$ cat src/rtl/game_pkg.sv
// game_pkg: shared obstacle FSM states, screen constants and coordinate type.
package game_pkg;
    typedef enum logic [2:0] {IDLE, RUN, WRAP, HIT, HOLD} obs_state_t;
    typedef logic [10:0] coord_t;
    localparam int PASS_END = 695;
    localparam int SCREEN_W = 640;
    localparam int SCREEN_H = 480;
endpackage

$ cat src/rtl/aabb_overlap.sv
// aabb_overlap: combinational test of two half-open signed boxes [x0,x1) x [y0,y1).
module aabb_overlap (
    input  logic signed [11:0] a_x0,
    input  logic signed [11:0] a_x1,
    input  logic signed [11:0] a_y0,
    input  logic signed [11:0] a_y1,
    input  logic signed [11:0] b_x0,
    input  logic signed [11:0] b_x1,
    input  logic signed [11:0] b_y0,
    input  logic signed [11:0] b_y1,
    output logic               overlap
);
    assign overlap = (a_x0 < b_x1) && (a_x1 > b_x0) && (a_y0 < b_y1) && (a_y1 > b_y0);
endmodule

$ cat src/rtl/obstacle_scroller.sv
// obstacle_scroller: scrolls one obstacle per frame, flags pass wrap and player hits.
// OBSTACLE_SPEEDUP_EN: step grows by one per completed pass up to MAX_STEP.
module obstacle_scroller
    import game_pkg::*;
#(
    parameter int STEP        = 1,
    parameter int MAX_STEP    = 8,
    parameter int X_START     = SCREEN_W,
    parameter int OBJ_W       = 20,
    parameter int OBJ_TOP     = 440,
    parameter int PLAYER_X    = 80,
    parameter int PLAYER_W    = 20,
    parameter int HOLD_FRAMES = 60
) (
    input  logic         clk,
    input  logic         reset,
    input  logic         frame_tick,
    input  logic         start,
    input  logic [9:0]   player_bottom,
    output coord_t       obj_count,
    output coord_t       obj_x,
    output logic         hit,
    output logic [7:0]   pass_count,
    output logic         busy
);
    localparam coord_t PASS_C = coord_t'(PASS_END);
    localparam coord_t STEP_C = coord_t'(STEP);
    // without speedup the cap never exceeds STEP, so step stays constant
`ifdef OBSTACLE_SPEEDUP_EN
    localparam coord_t CAP_C = coord_t'(MAX_STEP);
`else
    localparam coord_t CAP_C = coord_t'(MAX_STEP < STEP ? MAX_STEP : STEP);
`endif
    obs_state_t state, state_n;
    coord_t count_n, step, step_n, nxt;
    logic [7:0] pass_n, hold_cnt, hold_n;
    logic [11:0] sum;
    logic signed [11:0] sx;
    logic overlap;
    assign sx = 12'(X_START) - {1'b0, obj_count};
    assign obj_x = sx[10:0];
    assign hit = state == HIT;
    assign busy = state == RUN || state == WRAP;
    assign sum = {1'b0, obj_count} + {1'b0, step};
    assign nxt = (sum >= {1'b0, PASS_C}) ? PASS_C : sum[10:0];
    // obstacle extends downward without bound: any bottom below OBJ_TOP collides
    aabb_overlap u_overlap (
        .a_x0(sx),
        .a_x1(sx + 12'(OBJ_W)),
        .a_y0(12'(OBJ_TOP)),
        .a_y1(12'h7FF),
        .b_x0(12'(PLAYER_X)),
        .b_x1(12'(PLAYER_X + PLAYER_W)),
        .b_y0({2'b0, player_bottom} - 12'd1),
        .b_y1({2'b0, player_bottom}),
        .overlap(overlap)
    );
    always_comb begin
        state_n = state;
        count_n = obj_count;
        pass_n  = pass_count;
        step_n  = step;
        hold_n  = hold_cnt;
        case (state)
            IDLE: begin
                count_n = '0;
                state_n = start ? RUN : IDLE;
            end
            RUN: if (frame_tick) begin
                if (overlap) begin
                    state_n = HIT;
                    count_n = '0;
                    pass_n  = '0;
                    step_n  = STEP_C;
                    hold_n  = '0;
                end else begin
                    count_n = nxt;
                    state_n = (nxt == PASS_C) ? WRAP : RUN;
                end
            end
            WRAP: begin
                state_n = RUN;
                count_n = '0;
                pass_n  = (pass_count == 8'hFF) ? pass_count : pass_count + 8'd1;
                step_n  = (step >= CAP_C) ? step : step + coord_t'(1);
            end
            HIT: state_n = HOLD;
            HOLD: if (frame_tick) begin
                hold_n  = (hold_cnt == 8'(HOLD_FRAMES - 1)) ? 8'd0 : hold_cnt + 8'd1;
                state_n = (hold_cnt == 8'(HOLD_FRAMES - 1)) ? RUN : HOLD;
            end
            default: state_n = IDLE;
        endcase
    end
    always_ff @(posedge clk or posedge reset) begin
        if (reset) begin
            state      <= IDLE;
            obj_count  <= '0;
            pass_count <= '0;
            step       <= STEP_C;
            hold_cnt   <= '0;
        end else begin
            state      <= state_n;
            obj_count  <= count_n;
            pass_count <= pass_n;
            step       <= step_n;
            hold_cnt   <= hold_n;
        end
    end
endmodule
$ cat config.mk
export PLATFORM = sky130hd
export DESIGN_NAME = obstacle_scroller
export DESIGN_NICKNAME = d
export VERILOG_FILES = /design/src/rtl/game_pkg.sv /design/src/rtl/aabb_overlap.sv /design/src/rtl/obstacle_scroller.sv
export SDC_FILE = /design/constraint.sdc
export NUM_CORES = 1
export LEC_CHECK = 0
export BUFFER_PORTS_ARGS = -buffer_cell sky130_fd_sc_hd__buf_2
export CAP_MARGIN = 20
export CORE_AREA = 10 10 133 135
export DETAILED_ROUTE_END_ITERATION = 6
export DIE_AREA = 0 0 143 145
export PLACE_DENSITY = 0.57
export REMOVE_ABC_BUFFERS = 1
export SYNTH_ARGS = -nofsm -noshare
export SYNTH_HDL_FRONTEND = slang
export SYNTH_HIERARCHICAL = 1
export SYNTH_SLANG_ARGS = --single-unit
export TNS_END_PERCENT = 5
$ cat constraint.sdc
create_clock -name clk -period 12.4 [get_ports clk]
set_input_delay 0.62 -clock clk [delete_from_list [all_inputs] [get_ports clk]]
set_output_delay 0.62 -clock clk [all_outputs]
set_load 0.02 [all_outputs]
== Word-level counts from Yosys, hierarchy flattened ==
Index checks and enable logic that the tools add are counted.

* Register bits: 41
* Input bits: 14
* Output and inout bits: 32
* Word-level logic and storage cells: 66

* Add/sub/neg operators: 7
* $lt $le $gt $ge: 6
* Eq/ne operators: 12
* Mux-type cells: 22
* Reduce and logical (&&, ||, !) cells: 14

{| class="wikitable"
|+ Operators by type and width
! operator !! count
|-
| 2-to-1 mux 11 bit || 6
|-
| one-hot mux 11 bit (2 select lines) || 2
|-
| 2-to-1 mux 8 bit || 5
|-
| one-hot mux 8 bit (2 select lines) || 2
|-
| adder 8 x 1 -> 8 bit (second input constant) || 2
|-
| one-hot mux 3 bit (5 select lines) || 1
|-
| adder 11 x 11 -> 12 bit || 1
|-
| adder 12 x 6 -> 12 bit (second input constant) || 1
|-
| >= comparator 12 x 10 -> 1 bit (second input constant) || 1
|-
| > comparator 12 x 11 -> 1 bit (first input constant) || 1
|-
| > comparator 12 x 8 -> 1 bit (second input constant) || 1
|-
| less-than comparator 12 x 8 -> 1 bit (second input constant) || 1
|-
| AND reduction 4 bit || 3
|-
| subtractor 10 x 11 -> 12 bit (first input constant) || 1
|-
| adder 11 x 1 -> 11 bit (second input constant) || 1
|-
| equality test 11 x 10 -> 1 bit (second input constant) || 1
|-
| >= comparator 11 x 1 -> 1 bit (second input constant) || 1
|-
| subtractor 10 x 1 -> 11 bit (second input constant) || 1
|-
| less-than comparator 9 x 10 -> 1 bit (first input constant) || 1
|-
| inequality test 2 bit (second input constant) || 5
|-
| 2-to-1 mux 3 bit || 3
|-
| equality test 8 x 6 -> 1 bit (second input constant) || 1
|-
| equality test 8 bit (second input constant) || 1
|-
| equality test 3 x 2 -> 1 bit (second input constant) || 2
|-
| other kinds (10) || 16
|}

== Longest topological paths before layout ==
Gate-level depths: netlist (run 1).

* Word-level depth: 9
* Gate-level depth with buffers: 21
* Gate-level depth less buffers: 20

== Modules after synthesis ==
Netlist (run 1), hierarchy kept.

{| class="wikitable"
|+ Modules (own cells, without submodules)
! module !! instances !! cells each !! area an instance (um^2) !! seq. area each (um^2)
|-
| obstacle_scroller || 1 || 377 || 3256.9 || 1027.2
|-
| aabb_overlap || 1 || 163 || 1191.1 || 0.0
|}

== Worst setup path before layout (run 1) ==
No wires, ideal clock.

* Path kind: flip-flop to flip-flop
* Start point: register obj_count[1]
* End point: register hold_cnt[7]
* Setup time: 0.125 ns
* Arrival: 4.362 ns
* Data required time: 12.275 ns
* Path slack: 7.912 ns
* Stages on the path, launching flop included: 21
* Buffers on the path: 1
* Period minus slack after synthesis: 4.488 ns
* Cells stage by stage: dfrtp_1 -> inv_1 -> ha_1 -> clkbuf_1 -> xnor2_1 -> ha_1 -> o21ai_0 -> nor3b_1 -> xor2_1 -> ha_1 -> nand4_1 -> or4_1 -> o31ai_1 -> or4_1 -> nor4b_2 -> and3b_1 -> o211ai_1 -> nor3_1 -> nand3_1 -> xor2_1 -> nor2_1

* Cells in the longest elaborated chain, start to end: 8
* Elaborated cells on any way between the ends: 9
* Those cells by class: 2 x add/sub; 2 x order compare; 1 x eq/ne; 4 x reduce/logical

{| class="wikitable"
|+ RTL lines
! element !! line !! source
|-
| from (decl) || obstacle_scroller.sv:20 || <nowiki>output coord_t obj_count,</nowiki>
|-
| from (signal assigned) || obstacle_scroller.sv:104 || <nowiki>obj_count <= count_n;</nowiki>
|-
| subtractor 10 x 11 -> 12 bit (*) || obstacle_scroller.sv:40 || <nowiki>assign sx = 12'(X_START) - {1'b0, obj_count};</nowiki>
|-
| via sx[2] || obstacle_scroller.sv:38 || <nowiki>logic signed [11:0] sx;</nowiki>
|-
| adder 12 x 6 -> 12 bit || obstacle_scroller.sv:49 || <nowiki>.a_x1(sx + 12'(OBJ_W)),</nowiki>
|-
| > comparator 12 x 8 -> 1 bit || aabb_overlap.sv:13 || <nowiki>assign overlap = (a_x0 < b_x1) && (a_x1 > b_x0) && (a_y0 < b_y1) && (a_y1 > b_y0);</nowiki>
|-
| logical AND 1 bit (*) (3 in series) || aabb_overlap.sv:13 ||
|-
| via overlap || obstacle_scroller.sv:39 || <nowiki>logic overlap;</nowiki>
|-
| inequality test 2 bit (no source line) (*) || n/a ||
|-
| AND reduction 4 bit (no source line) (*) || n/a ||
|-
| to (signal assigned) || obstacle_scroller.sv:107 || <nowiki>hold_cnt <= hold_n;</nowiki>
|-
| to (decl) || obstacle_scroller.sv:36 || <nowiki>logic [7:0] pass_n, hold_cnt, hold_n;</nowiki>
|}

Mark *: on every way through the listed nets, which the timed path passes. The rest lies on a longest branch.
A chain may end at the register's enable or synchronous reset.

== Final worst setup path (run 1) ==
* Start point: register obj_count[0]
* End point: register hold_cnt[7]

* Cells in the longest elaborated chain, start to end: 8
* Elaborated cells on any way between the ends: 9
* Those cells by class: 2 x add/sub; 2 x order compare; 1 x eq/ne; 4 x reduce/logical

{| class="wikitable"
|+ RTL lines
! element !! line
|-
| subtractor 10 x 11 -> 12 bit (*) || obstacle_scroller.sv:40
|-
| adder 12 x 6 -> 12 bit || obstacle_scroller.sv:49
|-
| > comparator 12 x 8 -> 1 bit || aabb_overlap.sv:13
|-
| logical AND 1 bit (*) (3 in series) || aabb_overlap.sv:13
|-
| via overlap || obstacle_scroller.sv:39
|-
| inequality test 2 bit (no source line) (*) || n/a
|-
| AND reduction 4 bit (no source line) (*) || n/a
|}

Marks and branches as above.

==> results of run 1 <==
## cells in the final DEF, fill, tap and decap left out, types with 11 or more instances in the layout
cell type	Yosys	final
o21ai_0	18	18
inv_1	66	66
xor2_1	18	18
ha_1	64	64
buf_2	3	45
and2_1	11	11
a21oi_1	36	36
xnor2_1	20	20
dfrtp_1	40	40
nand3_1	14	14
nand2_1	37	37
conb_1	2	50
nor2_1	36	36
nand4_1	12	12
nor3_1	13	13
## worst min path at each step
stage                         from  cells after the start  slack, ns            to
after floorplan           step[10]                      1       0.48      step[10]
after global placement     step[6]                      1       0.50       step[6]
after detailed placement   step[6]                      1       0.51       step[6]
after CTS                    reset                      3       0.49  obj_count[1]
after global routing         reset                      3       0.53  obj_count[1]
final                        reset                      3       0.46  obj_count[1]
## registers in the layout, indices dropped and copies added, names as in the netlist
name and cells:
state 3, hold_cnt 8, obj_count 11, pass_count 8, step 11
## through the flow
stage | total power [mW] | setup WS (ns)
finish | 0.769 | 7.52
global route | 0.846 | 7.03
CTS | 0.777 | 7.49
detailed placement | 0.604 | 7.50
global placement | 0.605 | 7.58
floorplan | 0.488 | 7.54
## kinds of logic (layout without fill, tap and decap cells)
logic type      after synthesis  after routing  share of synthesized area
simple gates                173            173                      0.207
compound gates              127            127                      0.197
buf+inv                      88            121                     0.0880
fa+ha+maj                    65             65                      0.185
flops                        41             41                      0.231
xor+xnor                     39             39                     0.0785
mux                           5              5                     0.0121
other cells                   2             50                    0.00169
## metal layers
| layer | GRT usage | wire (um) |
|---|---|---|
| met1 | 0.133 | 5040 |
| met4 | 0.0304 | 178 |
| met3 | 0.0140 | 322 |
| met2 | 0.165 | 4860 |
| met5 | 0 | 0 |
## worst min-delay path, delay by kind of cell
kind / cells / cell delay, ns
buffers and inverters: 3 / 0.57
## cell type report
type | count | share of cell area
sequential | 41 | 0.199
multi-input combinational | 459 | 0.623
clock buffer | 5 | 0.0243
inverter | 66 | 0.0481
clock inverter | 3 | 0.0126
timing repair buffer | 47 | 0.0466
tap | 188 | 0.0457
## report_power, final
part,switching (mW),internal (mW)
logic,0.252,0.169
registers,0.0290,0.150
clock network,0.0539,0.115
==> results.md, run 1 <==
- Total area of sequential cells: about 1000 um2
- # Post-CTS Setup Buffers: 0
- Worst Path Buf+Inv: 1
- Routed vias/inst: ~4.7
- Num CTS Buffers: 5
- Crit path cell chain: inv_1, ha_1, xnor2_1, ha_1, o21ai_0, nor2_1, xor2_1, ha_1, nand4_1, or4_1, o31ai_1, or4_1, nor4b_2, and3b_1, o211ai_1, nor3_1, nand3_1, xor2_1, nor2_1
- Clk sinks: between 40 and 50
- Height of the chip: 145 um
- Largest net degree at the start of global routing: 42
- Core ar.: ~15000 um2
- Hpwl dp: around 8500 um
- Ratio of cells with drive above 1 in the final layout: 0.121
- Worst EP required: 12.57 ns
- Final setup viols: 0
- Synth Instances: 540
- Fmax: approximately 0.2 GHz
- Area after DPL: between 4000 and 5000 um2
- Placed insts: 800
- Max-slew violation count: 0
- Design Area, Final: between 5000 and 6000 um2
- CP endpoint kind: flip-flop
- Hold Buf Count CTS: 0
- Die footprint: a little over 20000 um2
- H-tree Lvls: 2
- Top FF cell, synth: dfrtp_1
- Diode count: 0
- Area growth syn-to-layout: 15.8%
- Register-to-Register Path Depth: 19
- P_leak: roughly 2.6 nW
- Largest area contributor in the netlist: dfrtp_1
- CP Launch Point: obj_count[0]
- Top fanout value on the critical path: 11
- Clk pin slew, worst setup/hold paths: approximately 0.060 ns
- # nets final: between 600 and 700
- Global-route wire length before repair: ~18000 um
- Setup TNS: 0 ns
- FFs w/ async S/R, synth: 1.00
- Status: finished, final reports clean
- Total GRT Usage: 0.101
- Clk_lat worst skew: slightly below 0.3 ns
- # fillers: approximately 1600
- Relative slew slack: 0.569
- Initial antenna violation count: 0
- Netlist cell types: 72
- Final ANT Viol Nets: 0
- Endpoints failing hold: 0
- Synth top area share: 0.225
- Pwr/cell area: approximately 150 nW/um2
- Post-synth top cells: inv_1 (66), ha_1 (64), dfrtp_1 (40)
- Mean post-synth cell area: around 8.2 um2
- RD Place Congestion: 0.797
- Max incr delay on CP: 0.54 ns
- RR Startpoint: obj_count[0]
- R2r setup slk: about 7.5 ns
- Sequential share of the synthesized area: 0.231
- DR iter-0 viols: 133
- Hold Slack: around 0.46 ns
- Worst slew pin tran: around 0.64 ns
- Period Utilization, post-route: 0.393
- CP Class: reg2reg
- DR vias: between 3000 and 4000
- Warnings from Yosys: 6
- Reg2reg end: hold_cnt[7]
- Dominant cells by area after synthesis: dfrtp_1 (23%), ha_1 (18%), inv_1 (5.6%)
- Fin cells: between 800 and 900
- WL/cell: approximately 13 um
- Critical path's most frequent cell: ha_1
- Grt ovf: 0
- Die W: about 140 um
- Clk buf depth: 2
- Vias in the first global route: 3544
- Port bufs: 45
- CTS tree: done
- Min Tclk post-route: ~5 ns
- Arrival time at the worst endpoint: around 5.1 ns
- Root Buffer: clkbuf_16
- Initial Utilization: 0.296
- HP Class: in2async
- Max-cap violations: 0
- Clk_skew: roughly 0.0075 ns
- Post-synthesis register bit count: 41
- Crit path capture: hold_cnt[7]
- CP top delay family: simple AND/OR/NAND/NOR gates
- Multi-input gate area: approximately 3200 um2
- CP Depth: 19
- Resized Gates After CTS: 0
- Detailed-route DRC error count: 0
- FP Rows: between 40 and 50
- EDFF count, synth: 0
- Top-count cell post-synth: inv_1
- CP max stage cell: nor4b_2
- Worst VDD drop: between 0.00006 and 0.00007 V
- DR pass1 iterations: 4
- Worst setup SP type: flip-flop
- Final Util: 0.343
- Synthesized area: 4450 um2
- Boundary Pins: 46
- Final wirelength: approximately 10000 um
- RSZ-0062 raised after global routing: false
Power figures use the tool's default switching activity.
==> run 2, diff against run 1 <==
--- a/config.mk
+++ b/config.mk
@@ -5,11 +5,12 @@
 export SDC_FILE = /design/constraint.sdc
 export NUM_CORES = 1
 export LEC_CHECK = 0
+export ABC_AREA = 1
 export BUFFER_PORTS_ARGS = -buffer_cell sky130_fd_sc_hd__buf_2
 export CAP_MARGIN = 20
-export CORE_AREA = 10 10 133 135
+export CORE_AREA = 10 10 134 136
 export DETAILED_ROUTE_END_ITERATION = 6
-export DIE_AREA = 0 0 143 145
+export DIE_AREA = 0 0 144 146
 export PLACE_DENSITY = 0.57
 export REMOVE_ABC_BUFFERS = 1
 export SYNTH_ARGS = -nofsm -noshare
==> constraint.sdc (replaced) <==
create_clock -name clk -period 5 [get_ports clk]
set_input_delay 0.25 -clock clk [delete_from_list [all_inputs] [get_ports clk]]
set_output_delay 0.25 -clock clk [all_outputs]
set_load 0.02 [all_outputs]
==> run 2 against run 1 <==
Compared with the run above:
- non-clock buffer count is the same
- routed wire length is 5.2% lower
- hold slack worse by 0.38 ns
- critical path type unchanged
- power rose to 3.6 times the previous value
- die area up 1.4%
- final cell count is 16% higher
- global-route usage decreased by 0.29 points
- clock power is 91% higher
- combinational power grew to 4.5 times the previous value
- count of clock-buffer cells in the layout grew 2
- worst setup slack worse by 6.9 ns
- sequential share of layout area is 0.21 points lower
==> results.md, run 2 <==
- Port bufs: between 40 and 50
- CP endpoint kind: flip-flop
- DR iter-0 viols: about 160
- Root Buffer: clkbuf_16
- Final wirelength: 9870 um
- Max incr delay on CP: 0.41 ns
- Min setup slack post-route: 0.611 ns
- Top-count cell post-synth: inv_1
- Post-synth top cells: inv_1 (150), nand2_1 (140), ha_1 (64)
- Setup TNS: 0 ns
- Mean post-synth cell area: between 6 and 7 um2
- Largest area contributor in the netlist: dfrtp_1
- # nets final: roughly 830
- Endpoints failing hold: 0
- Total area of sequential cells: 1030 um2
- Multi-input gate area: between 2000 and 3000 um2
- # fillers: 1672
- CP max stage cell: dfrtp_1
- Synth top area share: 0.222
- Fmax: 0.228 GHz
- Synthesized area: between 4000 and 5000 um2
- Final setup viols: 0
- Worst VDD drop: approximately 0.00018 V
- R2r setup slk: 0.61 ns
- Netlist cell types: between 40 and 50
- Total GRT Usage: 0.0977
- Die W: between 100 and 150 um
- Dominant cells by area after synthesis: dfrtp_1 (22%), ha_1 (18%), inv_1 (12%)
- Initial antenna violation count: 0
- Dpl ws: between 0.4 and 0.5 ns
- Global-route wire length before repair: between 15000 and 20000 um
- Num CTS Buffers: 5
- Height of the chip: roughly 150 um
- Pwr/cell area: 525 nW/um2
- CP Class: reg2reg
- Arrival time at the worst endpoint: between 4 and 5 ns
- Die footprint: ~21000 um2
- WL/cell: ~10 um
- Max-cap violations: 0
- Synth Instances: 660
- Top fanout value on the critical path: 5
- Largest net degree at the start of global routing: 42
- Status: finished, final reports clean
- Ratio of cells with drive above 1 in the final layout: 0.119
- P_leak: 3.09 nW
- Worst slew pin tran: between 0.7 and 0.8 ns
- RR Startpoint: obj_count[1]
- Max-slew violation count: 0
- Post-synthesis register bit count: between 40 and 50
- RSZ-0062 raised after global routing: false
- FFs w/ async S/R, synth: 1.00
- Warnings from Yosys: 6
- Boundary Pins: between 40 and 50
- Relative slew slack: 0.503
- Final ANT Viol Nets: 0
- DR vias: ~4000
- Clk_skew: ~0.0051 ns
- Routed vias/inst: 4.24
- DR pass1 iterations: 4
- Vias in the first global route: about 3700
- Hpwl dp: roughly 8300 um
- HP Class: in2async
- Core ar.: between 15000 and 20000 um2
- CTS tree: done
- Sequential share of the synthesized area: 0.228
- Area after DPL: around 5100 um2
- RD Place Congestion: slightly above 0.8
- Most common cell after layout, fill and taps aside: inv_1
- Clk_lat worst skew: around 0.29 ns
- Worst EP required: between 5 and 6 ns
- Grt ovf: 0
- Total power: roughly 2.7 mW
- Clk buf depth: 2
- Register-to-Register Path Depth: 34
- Critical path's most frequent cell: nand2_1
- Diode count: 0
- Area growth syn-to-layout: 15.5%
- EDFF count, synth: 0
- # Post-CTS Setup Buffers: 0
- Reg2reg end: pass_count[7]
- Initial Utilization: 0.291
- Detailed-route DRC error count: 0
- Worst setup SP type: flip-flop
- Placed insts: about 930
- Clk sinks: slightly above 40
- Clk pin slew, worst setup/hold paths: approximately 0.060 ns
- Period Utilization, post-route: 0.878
- Top FF cell, synth: dfrtp_1
- Min Tclk post-route: approximately 4.4 ns
- Fin cells: 940
- FP Rows: 46
- Biggest regs: obj_count: 11 flops, step: 11 flops
- Design Area, Final: between 5000 and 6000 um2
- H-tree Lvls: 2
- Most frequent cells in the layout: inv_1 (150), nand2_1 (140), ha_1 (64), conb_1 (50), nor2_1 (47)
run 2: cell types whose count changed in the layout (fill, tap and decap cells not counted), sizes merged, moves of 14 or more:
cell   delta
inv      +88
nand2   +112
nand3    +21
nor2     +14
xnor2    -15
run 2: final cells by class:
type / instances / area share
multi-input cells: 498 / 0.571
flip-flops and latches: 41 / 0.197
clock buffers: 7 / 0.0274
inverters: 155 / 0.112
repair buffers: 47 / 0.0462
well taps: 192 / 0.0462
run 2: worst max-delay path by stage:
stage / start / to / slack, ns / cells after the start
after CTS: obj_count[0] / pass_count[7] / 0.45 / 31
after detailed placement: obj_count[0] / pass_count[7] / 0.46 / 31
final: obj_count[1] / pass_count[7] / 0.61 / 34
after global routing: obj_count[0] / pass_count[7] / 0.02 / 31
after global placement: obj_count[0] / pass_count[7] / 0.65 / 31
after floorplan: obj_count[0] / step[2] / 0.40 / 27
run 2: repair_timing:
action / 4_1_cts / 5_1_grt
hold buffers: 0 / 0
endpoints found under the hold margin: 0 / 0
endpoints found under the setup margin: 0 / 1
gates resized for setup: 0 / 1
run 2: worst max-delay path, delay by kind of cell (launching register included):
kind | cells | cell delay (ns)
buf+inv | 7 | 0.59
fa+ha+maj | 2 | 0.55
flops | 1 | 0.41
compound gates | 5 | 0.66
simple gates | 20 | 2.13
run 2: power breakdown:
part / switching (mW) / internal, mW
Clock: 0.126 / 0.196
Sequential: 0.101 / 0.421
Combinational: 1.22 / 0.663
run 2: kinds of logic (layout without fill, tap and decap cells):
group,after synthesis,count (layout),synth area share
buf+inv,169,209,0.153
fa+ha+maj,65,65,0.182
xor+xnor,23,23,0.0447
simple gates,279,279,0.290
compound gates,81,81,0.100
flops,41,41,0.228
other cells,2,50,0.00167
run 2: routing by layer:
metal,part of all wire,track usage
met1,0.49,0.128
met2,0.46,0.162
met5,0,0
met4,0.0080,0.0158
met3,0.041,0.0202
run 2: per-stage QoR:
step,hold slack (ns),utilization
2_1_floorplan,0.409,-
3_3_place_gp,0.413,0.327
3_5_place_dp,0.414,0.327
4_1_cts,0.106,0.336
5_1_grt,0.138,0.336
6_report,0.0749,0.336
==> run 3, diff against run 2 <==
--- a/config.mk
+++ b/config.mk
@@ -8,10 +8,10 @@
 export ABC_AREA = 1
 export BUFFER_PORTS_ARGS = -buffer_cell sky130_fd_sc_hd__buf_2
 export CAP_MARGIN = 20
-export CORE_AREA = 10 10 134 136
+export CORE_AREA = 10 10 98 100
 export DETAILED_ROUTE_END_ITERATION = 6
-export DIE_AREA = 0 0 144 146
-export PLACE_DENSITY = 0.57
+export DIE_AREA = 0 0 108 110
+export PLACE_DENSITY = 0.91
 export REMOVE_ABC_BUFFERS = 1
 export SYNTH_ARGS = -nofsm -noshare
 export SYNTH_HDL_FRONTEND = slang
==> run 3 against run 2 <==
Compared with the run above:
- the flow now finishes with violations (design-rule violations)
- critical path depth unchanged
- clock power shrank 15%
- design area shrank 1.5%
- combinational power up 5%
- count of clock-buffer cells in the layout fell by 2
- worst setup slack lost 0.31 ns
- final cell count decreased by 8.9%
- power is 2.3% higher
- global-route usage is 8.0 points higher
- fmax decreased by 6.6%
- largest cell class unchanged
==> results.md, run 3 (synthesis gave the netlist of run 2 again) <==
- Hpwl dp: roughly 9000 um
- Failing checks: design-rule violations
- Switching fraction of total power: 0.544
- Relative slew slack: 0.565
- Port bufs: between 40 and 50
- Core ar.: 7650 um2
- Initial antenna violation count: 0
- Worst setup SP type: flip-flop
- Hold Buf Count CTS: 0
- Total GRT Usage: 0.178
- RD Place Congestion: approximately 0.95
- Max incr delay on CP: 0.46 ns
- Period Utilization, post-route: 0.939
- Max-slew violation count: 0
- # nets final: 832
- Critical path's most frequent cell: nand2_1
- Global-route wire length before repair: between 15000 and 20000 um
- Clock power share: 0.099
- Most frequent cells in the layout: inv_1 (149), nand2_1 (140), ha_1 (63), conb_1 (50), nor2_1 (47)
- Num CTS Buffers: 5
- Ratio of cells with drive above 1 in the final layout: 0.135
- Pwr/cell area: 545 nW/um2
- Area after DPL: 4950 um2
- Boundary Pins: 46
- Height of the chip: around 110 um
- Detailed-route DRC error count: 8
- Initial Utilization: 0.589
- Final setup viols: 0
- Fmax: 0.213 GHz
- Clk_skew: between 0.008 and 0.009 ns
- Min setup slack post-route: 0.303 ns
- Most common cell after layout, fill and taps aside: inv_1
- DR vias: ~4400
- Diode count: 0
- Die footprint: around 12000 um2
- DR iter-0 viols: 234
- Fin cells: around 860
- Design Area, Final: roughly 5000 um2
- Grt ovf: 0
- Worst VDD drop: ~0.00026 V
- Int Pwr: roughly 1.3 mW
- Max-cap violations: 0
- Final ANT Viol Nets: 0
- Die W: 108 um
- Clk buf depth: 2
- Final Util: 0.670
- CP endpoint kind: flip-flop
- CP Class: reg2reg
- Biggest regs: obj_count: 11 flops, step: 11 flops
- H-tree Lvls: 2
- FP Rows: 32
- Status: finished with violations
- DR pass1 iterations: 7
- WL/cell: 12.4 um
- CP max stage cell: dfrtp_2
- Vias in the first global route: 4251
- Worst EP required: ~5.2 ns
- Comb pwr share: 0.712
- Area growth syn-to-layout: 13.7%
- Root Buffer: clkbuf_8
- Net switching power of the design: 1.52 mW
- Routed vias/inst: just over 5
- Seq pwr share: 0.189
- Arrival time at the worst endpoint: around 5 ns
- Final wirelength: approximately 11000 um
- P_leak: 3.10 nW
- Clk pin slew, worst setup/hold paths: ~0.090 ns
- CP top delay family: simple AND/OR/NAND/NOR gates
- Total power: between 2 and 3 mW
- Hold Slack: 0.0682 ns
- Clk_lat worst skew: around 0.30 ns
- Setup TNS: 0 ns
- HP Class: in2async
- Placed insts: about 840
- CTS tree: done
- Worst Path Buf+Inv: 7
- Endpoints failing hold: 0
- Worst slew pin tran: about 0.65 ns
- Clk sinks: 41
- Min Tclk post-route: between 4 and 5 ns
- Top fanout value on the critical path: 7
- Largest net degree at the start of global routing: between 40 and 50
- Dpl ws: 0.341 ns
## run 3: cell count changes in the layout (fill, tap and decap cells not counted), moves of 2 or more
cell | previous run | this run
dfrtp_1 | 40 | 38
dfrtp_2 | 0 | 2
clkbuf_8 | 1 | 5
buf_4 | 2 | 7
clkbuf_16 | 5 | 0
## run 3: power by group through the flow
stage	clock (mW)	sequential [mW]	combinational, mW
floorplan	0	0.551	1.40
global placement	0	0.523	1.85
detailed placement	0	0.529	1.92
CTS	0.281	0.523	1.93
global route	0.294	0.541	2.27
finish	0.275	0.529	1.99
## run 3: worst paths after layout
kind	from	to	slack, ns	cells after the start
max reg2reg	obj_count[0]	pass_count[7]	0.30	34
min	reset	pass_count[2]	0.07	3
max	obj_count[0]	pass_count[7]	0.30	34
min reg2reg	hold_cnt[6]	hold_cnt[7]	0.50	1
min in group clk	frame_tick	state[0]	0.25	4
max in group asynchronous	reset	obj_count[1]	4.54	3
## run 3: what timing repair did
action / CTS / global route
gates resized for setup: 0 / 7
endpoints found under the setup margin: 0 / 3
setup buffers: 0 / 5
## run 3: layout make-up
| type | count | area [um2] |
|---|---|---|
| inverter | 155 | 584 |
| multi-input combinational | 498 | 2990 |
| clock inverter | 3 | 46.3 |
| tap | 102 | 128 |
| fill | 658 | 2520 |
| clock buffer | 5 | 68.8 |
| sequential | 41 | 1030 |
| timing repair buffer | 52 | 278 |
## run 3: routing by layer
metal	GRT usage	vias to the layer above	routed length, um
li1	-	2208	-
met1	0.203	1973	4340
met2	0.314	142	5320
met3	0.0389	39	682
met4	0.0735	0	289
met5	0	-	0
## run 3: worst reg2reg max path: cells and delay by family, from the launching register on
kind	cells	cell delay, ns
simple gates	20	2.28
flops	1	0.46
fa+ha+maj	2	0.60
buf+inv	7	0.61
compound gates	5	0.69
